$ cat src/rtl/hazard_unit_p.sv
// Load-use stall / branch flush controller for the 5-stage MIPS pipeline.
// Optional stall-cycle performance counter built only when HAZ_PERF_EN is defined.
module hazard_unit_p #(
    parameter int LOAD_LAT = 1,
    parameter int BR_FLUSH = 1,
    parameter int CNT_W    = 4
) (
    input  logic        clk,
    input  logic        rst,
    input  logic [31:0] id_ins,
    input  logic [31:0] ex_ins,
    input  logic        ex_valid,
    input  logic        br_taken,
    output logic        stall,
    output logic        bubble,
    output logic        flush,
    output logic [31:0] nop_ins,
    output logic [15:0] perf_stalls
);

    typedef enum logic [1:0] {IDLE, LSTALL, FLUSH} state_t;

    state_t            state_p0, state_nxt;
    logic [CNT_W-1:0]  cnt_p0, cnt_nxt;

    logic [5:0] id_op, ex_op;
    logic [4:0] id_rs, id_rt, ex_rt;
    logic       hit;
    logic       unused_bits;

    // R-type, sw, beq and bne read rt as well as rs
    function automatic logic rt_is_src(input logic [5:0] op);
        return (op == 6'b000000) || (op == 6'b101011) ||
               (op == 6'b000100) || (op == 6'b000101);
    endfunction

    assign id_op = id_ins[31:26];
    assign id_rs = id_ins[25:21];
    assign id_rt = id_ins[20:16];
    assign ex_op = ex_ins[31:26];
    assign ex_rt = ex_ins[20:16];

    assign unused_bits = &{1'b0, id_ins[15:0], ex_ins[25:21], ex_ins[15:0]};

    // ex_rt != 0 keeps $0 from ever matching
    assign hit = ex_valid && (ex_op == 6'b100011) && (ex_rt != 5'd0) &&
                 ((id_rs == ex_rt) || (rt_is_src(id_op) && (id_rt == ex_rt)));

    assign nop_ins = 32'h0000_0000;

    always_ff @(posedge clk or posedge rst) begin
        if (rst) begin
            state_p0 <= IDLE;
            cnt_p0   <= '0;
        end else begin
            state_p0 <= state_nxt;
            cnt_p0   <= cnt_nxt;
        end
    end

    always_comb begin
        stall     = 1'b0;
        bubble    = 1'b0;
        flush     = 1'b0;
        state_nxt = state_p0;
        cnt_nxt   = cnt_p0;
        // A taken branch overrides any stall in progress and restarts the flush window
        if (br_taken) begin
            flush = 1'b1;
            if (BR_FLUSH > 1) begin
                state_nxt = FLUSH;
                cnt_nxt   = CNT_W'(BR_FLUSH - 1);
            end else begin
                state_nxt = IDLE;
                cnt_nxt   = '0;
            end
        end else begin
            case (state_p0)
                IDLE: begin
                    if (hit) begin
                        stall  = 1'b1;
                        bubble = 1'b1;
                        if (LOAD_LAT > 1) begin
                            state_nxt = LSTALL;
                            cnt_nxt   = CNT_W'(LOAD_LAT - 1);
                        end
                    end
                end
                LSTALL: begin
                    stall  = 1'b1;
                    bubble = 1'b1;
                    if (cnt_p0 <= CNT_W'(1)) begin
                        state_nxt = IDLE;
                        cnt_nxt   = '0;
                    end else begin
                        cnt_nxt = cnt_p0 - CNT_W'(1);
                    end
                end
                FLUSH: begin
                    flush = 1'b1;
                    if (cnt_p0 <= CNT_W'(1)) begin
                        state_nxt = IDLE;
                        cnt_nxt   = '0;
                    end else begin
                        cnt_nxt = cnt_p0 - CNT_W'(1);
                    end
                end
                default: begin
                    state_nxt = IDLE;
                    cnt_nxt   = '0;
                end
            endcase
        end
        if (rst) begin
            stall  = 1'b0;
            bubble = 1'b0;
            flush  = 1'b0;
        end
    end

`ifdef HAZ_PERF_EN
    logic [15:0] perf_p0;

    always_ff @(posedge clk or posedge rst) begin
        if (rst)
            perf_p0 <= '0;
        else if (stall && (perf_p0 != 16'hFFFF))
            perf_p0 <= perf_p0 + 16'd1;
    end

    assign perf_stalls = perf_p0;
`else
    assign perf_stalls = 16'h0000;
`endif

endmodule
$ cat config.mk
export PLATFORM = sky130hd
export DESIGN_NAME = hazard_unit_p
export DESIGN_NICKNAME = d
export VERILOG_FILES = /design/src/rtl/hazard_unit_p.sv
export SDC_FILE = /design/constraint.sdc
export NUM_CORES = 1
export LEC_CHECK = 0
export BUFFER_PORTS_ARGS = -buffer_cell sky130_fd_sc_hd__buf_2
export CAP_MARGIN = 10
export CORE_MARGIN = 1.5
export CORE_UTILIZATION = 27
export DETAILED_ROUTE_END_ITERATION = 10
export MAX_ROUTING_LAYER = met4
export PLACE_DENSITY = 0.9
export SYNTH_ARGS = -nofsm -noshare
export SYNTH_HDL_FRONTEND = slang
export SYNTH_SLANG_ARGS = --single-unit
$ cat constraint.sdc
create_clock -name clk -period 4.9 [get_ports clk]
set_clock_uncertainty 0.2 [all_clocks]
set_input_delay 0.49 -clock clk [delete_from_list [all_inputs] [get_ports clk]]
set_output_delay 0.49 -clock clk [all_outputs]
set_load 0.01 [all_outputs]
==> flow_summary.json <==
{
  "core_area_sq_mm": 0.00194,
  "cp_max_fo": 2,
  "antenna_found_initial": 0,
  "fin_crit_sh_pct": 52.4,
  "ys_types": 13,
  "post-route-util_pct": 29.0,
  "drtIter0Drc": 2,
  "cp-end-kind": "output pin",
  "regArea_sq_um": 0,
  "hold_class": "in -> out",
  "vias": 435,
  "initial_core_util_pct": 28.6,
  "path_class": "in -> out",
  "nets": 175,
  "crit_path_start": "id_ins[27]",
  "fillCellCount": 228,
  "drc": 0,
  "ys.warnings.count": 0,
  "syn_to_final_growth_pct": 1.35,
  "die_h_microns": 48.4,
  "cts_setup_buffers": 0,
  "endpoint": "stall",
  "ys_seq_area_share_pct": 0,
  "synthesis.area_sq_um": 556,
  "seq_cells": 0,
  "num_io_pins": 119,
  "syn_area_per_cell_sq_um": 7.51,
  "rsz0062_at_grt": "false",
  "dp_worst_setup_slack_ns": 2.31,
  "fin_cells": 132,
  "cp_slowest_cell": "or4_1",
  "firstDrtPassIters": 4,
  "vdd_drop_max_uv": 24.8,
  "grt_max_degree": 4,
  "portBuffers": 33,
  "worstPathCellList": "buf_2, or4_1, a2111oi_2, o211a_1, buf_2",
  "crit_top_cell": "buf_2",
  "power.density_mw_per_mm2": 74.1,
  "num_antenna_cells": 0,
  "outcome": "complete, no violations",
  "fin_area_sq_um": 563,
  "synthCells": 74,
  "crit_arrival_ns": 1.88,
  "setup-tns-final_ns": 0,
  "overflow": 0,
  "hp-start": "rst",
  "hold_buffers": 0,
  "required_ns": 4.21,
  "setup_slack_ns": 2.33,
  "rows": 16,
  "fp.dieArea_sq_mm": 0.00234,
  "hold_slack_ns": 1.04,
  "grt_pass1_wl_mm": 1.18,
  "fmax_mhz": 390,
  "grtUsageTotal_pct": 6.36,
  "crit_path_start_kind": "input port",
  "cts_resized": 0,
  "post-dp-hpwl_microns": 931,
  "slowest_delay_ns": 0.53,
  "grt_pass1_vias": 266,
  "power_uw": 41.7,
  "setup_violations": 0,
  "layout_commonest_cell": "conb_1",
  "slew_viol_final": 0,
  "period_needed_ns": 2.57,
  "antenna_left": 0,
  "nClkBuffers": 0,
  "hold_viol": 0,
  "post_drt_wl_per_cell_microns": 7.04,
  "die_w_microns": 48.4,
  "layout_common_cells": "48 x conb_1, 33 x buf_2, 7 x xnor2_1",
  "via_per_inst": 3.30,
  "max_cap_violations": 0,
  "dp_cells": 132,
  "routed_wl_microns": 929,
  "dpl_cell_area_sq_um": 563,
  "p_leak_nw": 0.349,
  "place_congestion": 0.662,
  "drive_above_1_share_pct": 32.4
}
==> cell families (layout without fill, tap and decap cells) <==
| family | count (synthesis) | count (layout) | share of synthesized area (%) |
|---|---|---|---|
| buf+inv | 49 | 33 | 66.2 |
| simple gates | 12 | 12 | 12.8 |
| xor+xnor | 10 | 10 | 15.8 |
| compound gates | 2 | 2 | 4.50 |
| other cells | 1 | 48 | 0.675 |
==> metal layers <==
layer  vias to the layer above  share of wire [%]  global-route usage [%]
met5                         -                  0                       -
met1                       180                 31                    7.01
li1                        206                  -                       -
met3                         0                 15                       0
met4                         0                  0                       0
met2                        49                 54                    13.4
==> worst min-delay path by stage <==
stage               endpoint  slack [ns]  depth (start not counted)
floorplan              flush        0.83                          1
global placement       flush        1.04                          3
detailed placement     flush        1.04                          3
CTS                    flush        1.04                          3
global route           flush        1.05                          3
finish                 flush        1.04                          3
==> area by class of cell <==
| class | count | area [sq um] | share of cell area, % |
|---|---|---|---|
| well taps | 27 | 33.8 | 6.00 |
| multi-input cells | 72 | 364 | 64.7 |
| repair buffers | 33 | 165 | 29.3 |
==> cell usage after synthesis <==
cell,instances,area [sq um]
nor2_1,1,3.75
conb_1,1,3.75
a2111oi_2,1,15.0
nor2b_1,2,12.5
xnor2_1,7,61.3
buf_4,49,368
or4_1,2,15.0
nor3_1,2,10.0
nand4_1,3,18.8
nand3_1,1,5.00
o211a_1,1,10.0
xor2_1,3,26.3
nor4_1,1,6.26
==> worst max-delay path, delay by kind of cell <==
family	cells	cell delay, ns
AO/OA/AOI/OAI	2	0.62
AND/OR/NAND/NOR	1	0.53
buffers and inverters	2	0.24
==> report_power, final <==
group / total, mW / switching, mW / internal, mW
Combinational: 0.0417 / 0.0268 / 0.0149
Clock: 0 / 0 / 0
Sequential: 0 / 0 / 0
Total: 0.0417 / 0.0268 / 0.0149
Note: power is estimated with default switching activity, not from simulation.
